===== src/rtl/sync_fifo_flex_if.sv =====
// Bundle of the write/read handshake and status signals of sync_fifo_flex.
// The FIFO end is the slave modport and the traffic source/sink is the master.
interface sync_fifo_flex_if #(
  parameter int DWIDTH = 64,
  parameter int DEPTH  = 16
);
  localparam int CW = $clog2(DEPTH) + 1;

  // Handshake: a write is accepted on a rising edge where wr_en=1 and wr_full=0.
  // A read is accepted on a rising edge where rd_en=1 and rd_empty=0.
  // wr_full/rd_empty act as the registered "ready" terms; requests made while
  // they are asserted are dropped and flagged through overflow/underflow.
  logic              wr_en;
  logic [DWIDTH-1:0] wr_data;
  logic              wr_full;
  logic              wr_afull;
  logic              rd_en;
  logic [DWIDTH-1:0] rd_data;
  logic              rd_empty;
  logic              rd_aempty;
  logic [CW-1:0]     count;
  logic              overflow;
  logic              underflow;

  modport master (
    output wr_en, wr_data, rd_en,
    input  wr_full, wr_afull, rd_data, rd_empty, rd_aempty, count, overflow, underflow
  );

  modport slave (
    input  wr_en, wr_data, rd_en,
    output wr_full, wr_afull, rd_data, rd_empty, rd_aempty, count, overflow, underflow
  );
endinterface


===== src/rtl/sync_fifo_flex.sv =====
// Single-clock FIFO with optional first-word-fall-through output, occupancy
// count, programmable almost-full/almost-empty and sticky error flags.
module sync_fifo_flex #(
  parameter int DWIDTH        = 64,
  parameter int DEPTH         = 16,
  parameter int FWFT          = 0,
  parameter int AFULL_THRESH  = DEPTH - 2,
  parameter int AEMPTY_THRESH = 2
) (
  input logic             clk,
  input logic             rst,
  sync_fifo_flex_if.slave bus
);
  localparam int AW = $clog2(DEPTH);
  localparam int PW = AW + 1;

  logic [DWIDTH-1:0] mem [DEPTH];
  logic [PW-1:0]     wr_ptr, rd_ptr;
  logic [PW-1:0]     count_q, count_nxt;
  logic [DWIDTH-1:0] rd_data_q;
  logic              full_q, afull_q, empty_q, aempty_q, ovf_q, unf_q;
  logic              wr_acc, rd_acc, ram_empty, mem_we, mem_re, bypass;

  always_comb begin
    wr_acc    = bus.wr_en & ~full_q;
    rd_acc    = bus.rd_en & ~empty_q;
    ram_empty = (wr_ptr == rd_ptr);
    mem_we    = 1'b0;
    mem_re    = 1'b0;
    bypass    = 1'b0;
    if (FWFT != 0) begin
      // The output register is vacant or being consumed: refill it from the
      // RAM, or straight from the write port when the RAM holds nothing.
      if (empty_q | rd_acc) begin
        mem_re = ~ram_empty;
        bypass = ram_empty & wr_acc;
        mem_we = wr_acc & ~ram_empty;
      end else begin
        mem_we = wr_acc;
      end
    end else begin
      mem_we = wr_acc;
      mem_re = rd_acc;
    end
    count_nxt = count_q;
    case ({wr_acc, rd_acc})
      2'b10:   count_nxt = count_q + PW'(1);
      2'b01:   count_nxt = count_q - PW'(1);
      default: count_nxt = count_q;
    endcase
  end

  // Storage has no reset so it maps onto block/distributed RAM.
  always_ff @(posedge clk) begin
    if (mem_we) mem[wr_ptr[AW-1:0]] <= bus.wr_data;
  end

  always_ff @(posedge clk) begin
    if (rst) begin
      wr_ptr    <= '0;
      rd_ptr    <= '0;
      count_q   <= '0;
      rd_data_q <= '0;
      full_q    <= 1'b0;
      afull_q   <= 1'b0;
      empty_q   <= 1'b1;
      aempty_q  <= 1'b1;
      ovf_q     <= 1'b0;
      unf_q     <= 1'b0;
    end else begin
      if (mem_we) wr_ptr <= wr_ptr + PW'(1);
      if (mem_re) begin
        rd_data_q <= mem[rd_ptr[AW-1:0]];
        rd_ptr    <= rd_ptr + PW'(1);
      end else if (bypass) begin
        rd_data_q <= bus.wr_data;
      end
      count_q  <= count_nxt;
      full_q   <= (count_nxt == PW'(DEPTH));
      empty_q  <= (count_nxt == '0);
      afull_q  <= (count_nxt >= PW'(AFULL_THRESH));
      aempty_q <= (count_nxt <= PW'(AEMPTY_THRESH));
      ovf_q    <= ovf_q | (bus.wr_en & full_q);
      unf_q    <= unf_q | (bus.rd_en & empty_q);
    end
  end

  assign bus.wr_full   = full_q;
  assign bus.wr_afull  = afull_q;
  assign bus.rd_empty  = empty_q;
  assign bus.rd_aempty = aempty_q;
  assign bus.rd_data   = rd_data_q;
  assign bus.count     = count_q;
  assign bus.overflow  = ovf_q;
  assign bus.underflow = unf_q;
endmodule


===== src/flat_wrapper.sv =====
// flat-port wrapper written by rule: the top's interface ports become plain ports
module sync_fifo_flex_flat 
#(
  parameter int DWIDTH        = 64,
  parameter int DEPTH         = 16,
  parameter int FWFT          = 0,
  parameter int AFULL_THRESH  = DEPTH - 2,
  parameter int AEMPTY_THRESH = 2
)
  (clk, rst, bus_wr_en, bus_wr_data, bus_rd_en, bus_wr_full, bus_wr_afull, bus_rd_data, bus_rd_empty, bus_rd_aempty, bus_count, bus_overflow, bus_underflow);
  sync_fifo_flex_if #(.DWIDTH(DWIDTH), .DEPTH(DEPTH)) bus_i ();
  input logic clk;
  input logic rst;
  input wire logic [$bits(bus_i.wr_en)-1:0] bus_wr_en;
  input wire logic [$bits(bus_i.wr_data)-1:0] bus_wr_data;
  input wire logic [$bits(bus_i.rd_en)-1:0] bus_rd_en;
  output wire logic [$bits(bus_i.wr_full)-1:0] bus_wr_full;
  output wire logic [$bits(bus_i.wr_afull)-1:0] bus_wr_afull;
  output wire logic [$bits(bus_i.rd_data)-1:0] bus_rd_data;
  output wire logic [$bits(bus_i.rd_empty)-1:0] bus_rd_empty;
  output wire logic [$bits(bus_i.rd_aempty)-1:0] bus_rd_aempty;
  output wire logic [$bits(bus_i.count)-1:0] bus_count;
  output wire logic [$bits(bus_i.overflow)-1:0] bus_overflow;
  output wire logic [$bits(bus_i.underflow)-1:0] bus_underflow;
  assign bus_i.wr_en = bus_wr_en;
  assign bus_i.wr_data = bus_wr_data;
  assign bus_i.rd_en = bus_rd_en;
  assign bus_wr_full = bus_i.wr_full;
  assign bus_wr_afull = bus_i.wr_afull;
  assign bus_rd_data = bus_i.rd_data;
  assign bus_rd_empty = bus_i.rd_empty;
  assign bus_rd_aempty = bus_i.rd_aempty;
  assign bus_count = bus_i.count;
  assign bus_overflow = bus_i.overflow;
  assign bus_underflow = bus_i.underflow;
  sync_fifo_flex #(.DWIDTH(DWIDTH), .DEPTH(DEPTH), .FWFT(FWFT), .AFULL_THRESH(AFULL_THRESH), .AEMPTY_THRESH(AEMPTY_THRESH)) u_core (.clk(clk), .rst(rst), .bus(bus_i));
endmodule

===== config.mk =====
export PLATFORM = sky130hd
export DESIGN_NAME = sync_fifo_flex_flat
export DESIGN_NICKNAME = d
export VERILOG_FILES = /design/src/rtl/sync_fifo_flex_if.sv /design/src/rtl/sync_fifo_flex.sv /design/src/flat_wrapper.sv
export SDC_FILE = /design/constraint.sdc
export NUM_CORES = 1
export LEC_CHECK = 0
export BUFFER_PORTS_ARGS = -buffer_cell sky130_fd_sc_hd__buf_2
export CAP_MARGIN = 15
export CORE_MARGIN = 1.5
export CORE_UTILIZATION = 50
export CTS_BUF_LIST = sky130_fd_sc_hd__clkbuf_16
export DETAILED_ROUTE_END_ITERATION = 16
export PLACE_DENSITY = 0.66
export SYNTH_ARGS = -nofsm -noshare
export SYNTH_HDL_FRONTEND = slang
export SYNTH_SLANG_ARGS = --single-unit

===== constraint.sdc =====
create_clock -name clk -period 12.8 [get_ports clk]
set_input_delay 0 -clock clk [delete_from_list [all_inputs] [get_ports clk]]
set_output_delay 0 -clock clk [all_outputs]
set_load 0.02 [all_outputs]

==> results of run 1 <==
final timing paths:
path                          start                     end  slack, ns  cells after the start
max                u_core.rd_ptr[0]  u_core.bus.rd_data[40]       8.98                      5
min                 bus_wr_data[59]       u_core.mem[5][59]       0.26                      2
max reg2reg        u_core.rd_ptr[0]  u_core.bus.rd_data[40]       8.98                      5
min reg2reg  u_core.bus.rd_data[49]  u_core.bus.rd_data[49]       0.47                      1
report_power, final:
part	total (mW)	leakage [nW]	internal, mW	switching (mW)
sequential	4.10	9.93	4.04	0.0681
clock	3.16	1.84	1.85	1.31
combinational	0.896	3.30	0.454	0.442
logic make-up (layout without fill, tap and decap cells):
family / Yosys count / in the layout
DFF: 1107 / 1107
muxes: 323 / 323
buffers and inverters: 99 / 464
AOI/OAI and AO/OA: 85 / 85
and+or+nand+nor: 65 / 65
xor gates and xnor gates: 10 / 10
adders and majority gates: 7 / 7
other: 0 / 4
cell type report:
type                       count  area, µm²
tap                         1070       1340
clock inverter                94        739
clock buffer                 114       2850
fill                        5866      34300
timing repair buffer         250       1710
multi-input combinational    490       8530
sequential                  1107      32400
inverter                       6       22.5
antenna                        4       10.0
per-stage QoR:
stage | instance area (µm²) | hold slack, ns | power, mW | utilization
floorplan | 41400 | 0.0989 | 4.86 | -
CTS | 47600 | 0.218 | 8.24 | 0.581
detailed placement | 43300 | 0.260 | 5.08 | 0.529
finish | 47600 | 0.257 | 8.16 | 0.581
global placement | 43300 | 0.242 | 5.06 | 0.529
global route | 47600 | 0.239 | 8.43 | 0.581
critical path: stages, from the launching register on:
cell	delay, ns
dfxtp_4	0.83
buf_4	0.81
buf_4	0.71
mux4_2	0.59
mux4_2	0.49
a22o_1	0.19
registers in the layout (all words and copies together) (netlist names):
name                  count
u_core.wr_ptr             4
u_core.mem             1024
u_core.bus.rd_empty       1
u_core.bus.count          5
u_core.bus.underflow      1
u_core.bus.rd_data       64
u_core.bus.wr_afull       1
u_core.bus.overflow       1
u_core.bus.wr_full        1
u_core.bus.rd_aempty      1
u_core.rd_ptr             4
metal layers:
metal / routed length, µm / track usage
met5: 37 / 0
met4: 2350 / 0.0649
met3: 5080 / 0.0368
met2: 47100 / 0.371
met1: 35400 / 0.286
synthesized netlist by cell type, types with 2 or more instances:
master,instances,area [µm²]
edfxtp_1,1024,30700
mux4_2,320,7210
dfxtp_1,83,1660
a22o_1,64,561
clkbuf_1,55,206
nor2_1,30,113
buf_6,25,282
nand2_1,14,52.6
buf_2,9,45.0
a21oi_1,8,40.0
ha_1,7,87.6
nor3_1,6,30.0
xor2_1,6,52.6
inv_1,5,18.8
buf_1,4,15.0
nand2b_1,4,25.0
xnor2_1,4,35.0
nand4_1,3,18.8
o21ai_0,3,15.0
mux2i_1,2,20.0
or3_1,2,12.5
==> summary.md, run 1 <==
| Metric | Value |
|---|---|
| Number of H-tree levels | `3` |
| Pleak | `15.1 nW` |
| Vias/cell | `6.00` |
| Die Ht | `291 µm` |
| Ys Warns | `0` |
| Part of the cycle the worst path needs | `0.298` |
| Crit path time final | `3.82 ns` |
| Layout area overhead | `15.1%` |
| Required time worst endpoint | `13.34 ns` |
| Worst Tran Pin Value | `1.18 ns` |
| Longest Clk Path Bufs | `3` |
| Pins Over Slew Limit | `0` |
| Initial antenna violation count | `7` |
| CTS Sinks | `1,107` |
| Cell Rows | `105` |
| DP HPWL | `44,600 µm` |
| DRT Pass-1 Iters | `7` |
| First DRT Iteration DRCs | `1,956` |
| Setup Skew | `0.0177 ns` |
| PD cells | `171 nW/µm²` |
| Non-Filler Instances | `3,135` |
| GRT Util Overall | `0.216` |
| Syn Std Cell Area | `41,400 µm²` |
| Maxcap violations | `0` |
| Final WL | `89,900 µm` |
| Mux cell area share after synthesis | `0.175` |
| Crit start category | `flop` |
| Worst-path fanout max | `42` |
| Fmax | `262 MHz` |
| Worst setup margin | `8.98 ns` |
| Largest net degree at the start of global routing | `100` |
| # Post-CTS Setup Buffers | `0` |
| Placed Cells | `2,854` |
| CTS Buf Count | `110` |
| Main synth FF type | `edfxtp_1` |
| Worst-Skew Late Latency | `0.66 ns` |
| Avg Inst Size Synth | `24.4 µm²` |
| Largest family of logic cells by synthesized area | `multiplexers` |
| Slew HR | `0.214` |
| Post-Synth XOR/XNOR Area | `0.00212` |
| Wirelength per Cell | `28.7 µm` |
| Starting density of the core | `0.505` |
| First-pass GRT wire length | `134,000 µm` |
| Cells after Synth | `1,696` |
| Post-cts repair resize count | `0` |
| CP Class | `reg2reg` |
| Most common cell after layout, fill and taps aside | `edfxtp_1` |
| Vias in the first global route | `20.1k` |
| Status | `complete, no violations` |
| Compound-Gate Fraction of Synth Area | `0.0170` |
| Unrepaired setup endpoints after global routing | `false` |
| Synthesized-area fraction occupied by adder cells | `0.00212` |
| Grt total ovfl | `0` |
| Count of input and output buffers | `142` |
| Worst IR Drop VDD | `0.109 mV` |
| TritonCTS clock tree | `built` |
| EDFF count, synth | `1,024` |
| Layout Nets | `2,040` |
| Synthesis-stage register bit count | `1,107` |
| Post-synth ARST share | `0` |
| Simple-Gate Fraction of Synth Area | `0.00710` |
| HP Class | `in2reg` |
| Commonest non-fill, non-tap cells in the layout | `edfxtp_1 (1,024), mux4_2 (320), buf_2 (142)` |
| I/O pin count | `143` |
| Layout cells sized above 1 | `0.331` |
| Pre-CTS WS | `8.84 ns` |
| Vias | `18.8k` |
| Post-CTS Hold Fix Bufs | `69` |
| Crit end category | `flop` |
| Crit path DAT | `4.36 ns` |
| Synth cell types | `39` |
| Sequential-to-total area share from yosys stat | `0.783` |
| Routability cong. | `0.763` |
| Die width | `291 µm` |
| Syn nets | `1,771` |
| CORE AREA | `82,000 µm²` |
| Drt drc | `0` |
| Remaining antenna violation count | `0` |
| Clk slew on worst S/H paths | `0.06 ns` |
| Final hold violations | `0` |
| Die ar. | `84,500 µm²` |
| Total Neg Setup Slack | `0 ns` |
| # setup viols final | `0` |
| Root Driver | `clkbuf_16` |
Note: power is estimated with default switching activity, not from simulation.
==> inputs of run 2 (changes only) <==
clock period = 3.9 ns   (was 12.8 ns; I/O delays follow)
==> run 2 against run 1 <==
  * Hold slack got worse by 0.010 ns
  * Final cell count increased by 0.45%
  * Global-route usage is 0.066 points higher
  * Worst setup slack got worse by 8.0 ns
  * Die area unchanged
  * Fmax increased by 29%
  * Clock skew is essentially flat
  * Utilization rose by 0.39 points
  * Count of clock-buffer cells in the layout decreased by 7
  * Via count up 0.99%
  * First-iteration DRC count decreased by 7.1%
  * Largest power group unchanged
==> summary.md, run 2 (synthesis gave the netlist of run 1 again) <==
| Metric | Value |
|---|---|
| Status | `complete, no violations` |
| Part of the cycle the worst path needs | `0.759 (+0.461)` |
| Grt total ovfl | `0 (unchanged)` |
| GRT Util Overall | `0.217 (+0.000659)` |
| Vias in the first global route | `19.6k (-2.3%)` |
| Drt drc | `0 (unchanged)` |
| # Post-CTS Setup Buffers | `0 (unchanged)` |
| Maxcap violations | `0 (unchanged)` |
| DRT Pass-1 Iters | `5 (-2)` |
| Wirelength per Cell | `28.8 µm (+0.30%)` |
| Root Driver | `clkbuf_16` |
| WHS | `0.246 ns (-0.0105 ns)` |
| Non-Filler Instances | `3,149 (+0.45%)` |
| Pins Over Slew Limit | `0 (unchanged)` |
| Commonest non-fill, non-tap cells in the layout | `edfxtp_1 (1,024), mux4_2 (320), buf_2 (142)` |
| Required time worst endpoint | `4.46 ns (-8.88 ns)` |
| Most common cell after layout, fill and taps aside | `edfxtp_1` |
| Routability cong. | `0.775 (+1.6%)` |
| Die width | `291 µm (unchanged)` |
| Placement Cell Area | `43,800 µm² (+1.1%)` |
| Worst-Skew Late Latency | `0.67 ns (about the same)` |
| Worst Hold Path Cells | `2 (unchanged)` |
| Fmax | `338 MHz (+29%)` |
| Cell Rows | `105 (unchanged)` |
| Total Neg Setup Slack | `0 ns (unchanged)` |
| Fillers | `5,822 (-0.75%)` |
| CP Class | `reg2reg` |
| Worst Tran Pin Value | `1.10 ns (-0.0839 ns)` |
| Pleak | `15.2 nW (+0.82%)` |
| DP HPWL | `44,900 µm (+0.72%)` |
| TritonCTS clock tree | `built` |
| Crit path time final | `2.96 ns (-0.858 ns)` |
| Worst IR Drop VDD | `0.338 mV (+210%)` |
| Layout cells sized above 1 | `0.336 (+0.00483)` |
| Layout Nets | `2,060 (+0.98%)` |
| First-pass GRT wire length | `132,000 µm (-0.78%)` |
| Unrepaired setup endpoints after global routing | `false` |
| Count of input and output buffers | `142 (unchanged)` |
| Post-layout instance area | `47,900 µm² (+0.67%)` |
| # setup viols final | `0 (unchanged)` |
| Vias/cell | `6.04 (+0.54%)` |
| Worst-path fanout max | `7 (-83%)` |
| Crit start category | `flop` |
| R2R depth | `10 (+5)` |
| Crit end category | `flop` |
| Final WL | `90,600 µm (+0.75%)` |
| Die Ht | `291 µm (unchanged)` |
| Clk slew on worst S/H paths | `0.06 ns (about the same)` |
| Longest Clk Path Bufs | `3 (unchanged)` |
| Placed Cells | `2,878 (+0.84%)` |
| Largest net degree at the start of global routing | `65 (-35%)` |
| Layout area overhead | `15.8%` |
| CTS Sinks | `1,107 (unchanged)` |
| PD cells | `554 nW/µm² (+220%)` |
| Number of H-tree levels | `3 (unchanged)` |
| Remaining antenna violation count | `0 (unchanged)` |
| Crit path DAT | `3.53 ns (-0.83 ns)` |
| CORE AREA | `82,000 µm² (unchanged)` |
| Slew HR | `0.268 (+0.0542)` |
| Starting density of the core | `0.505 (unchanged)` |
| FF-to-FF setup slack | `0.94 ns (-8.04 ns)` |
| Number of flip-flops in the largest register | `1,024 (unchanged)` |
| CTS Buf Count | `106 (-3.6%)` |
| Die ar. | `84,500 µm² (unchanged)` |
| First DRT Iteration DRCs | `1,818 (-7.1%)` |
| I/O pin count | `143 (unchanged)` |
| Final hold violations | `0 (unchanged)` |
| Initial antenna violation count | `5 (-2)` |
| Post-cts repair resize count | `0 (unchanged)` |
| Setup Skew | `0.0178 ns (+0.0000850 ns)` |
| Vias | `19.0k (+0.99%)` |
| HP Class | `in2reg` |
-- run 2: changes by cell type in the layout (fill, tap and decap cells not counted), sizes merged, moves of 3 or more --
| cell | previous run | this run |
|---|---|---|
| inv | 30 | 36 |
| clkinv | 53 | 47 |
| buf | 181 | 205 |
| clkbuf | 114 | 107 |
| clkinvlp | 5 | 2 |
-- run 2: worst max-delay path, cell delays in order, from the launching register on --
cell and delay (ns):
dfxtp_1 0.32, nand2b_1 0.30, nor2_1 0.34, xor2_1 0.11
ha_1 0.22, a21oi_1 0.21, a21boi_0 0.52, o21ai_0 0.14
mux2_2 0.28, nand3_1 0.11, nor4bb_1 0.29
-- run 2: where the power goes --
part	internal [mW]	switching [mW]	leakage [nW]	total [mW]
clock network	5.83	4.26	1.79	10.1
registers	13.2	0.203	9.93	13.4
logic	1.54	1.49	3.47	3.04
-- run 2: path summary, 6_finish.rpt --
kind,endpoint,from
worst max-delay path,u_core.bus.wr_full,u_core.bus.rd_empty
worst min-delay path,u_core.mem[4][18],bus_wr_data[18]
worst max register to register,u_core.bus.wr_full,u_core.bus.rd_empty
worst min register to register,u_core.bus.rd_data[44],u_core.bus.rd_data[44]
-- run 2: layout make-up --
cell class                 instances  area, µm²  share of cell area
sequential                      1107      32400               0.676
multi-input combinational        490       8560               0.179
clock buffer                     107       2680              0.0558
timing repair buffer             274       2150              0.0448
tap                             1070       1340              0.0279
clock inverter                    92        767              0.0160
inverter                           6       22.5            0.000470
antenna                            3       7.51            0.000157
-- run 2: per-layer routing --
layer,wire length (µm),vias up,GRT usage,share of wire
met4,1450,6,0.0543,0.016
met5,32,-,0,0.00035
met2,45700,753,0.358,0.50
met3,6320,110,0.0365,0.070
met1,37000,10200,0.305,0.41
li1,-,7911,-,-
-- run 2: what timing repair did --
action,4_1_cts,5_1_grt
hold buffers,69,0
setup endpoints to repair,0,0
hold endpoints to repair,1043,0
-- run 2: stage by stage --
| step | total power [mW] | util | setup WS, ns |
|---|---|---|---|
| final | 26.6 | 0.585 | 0.938 |
| after detailed placement | 16.7 | 0.534 | 1.03 |
| after floorplan | 15.9 | - | -0.205 |
| after CTS | 26.8 | 0.585 | 0.995 |
| after global placement | 16.7 | 0.534 | 1.14 |
| after global routing | 27.4 | 0.585 | 0.661 |
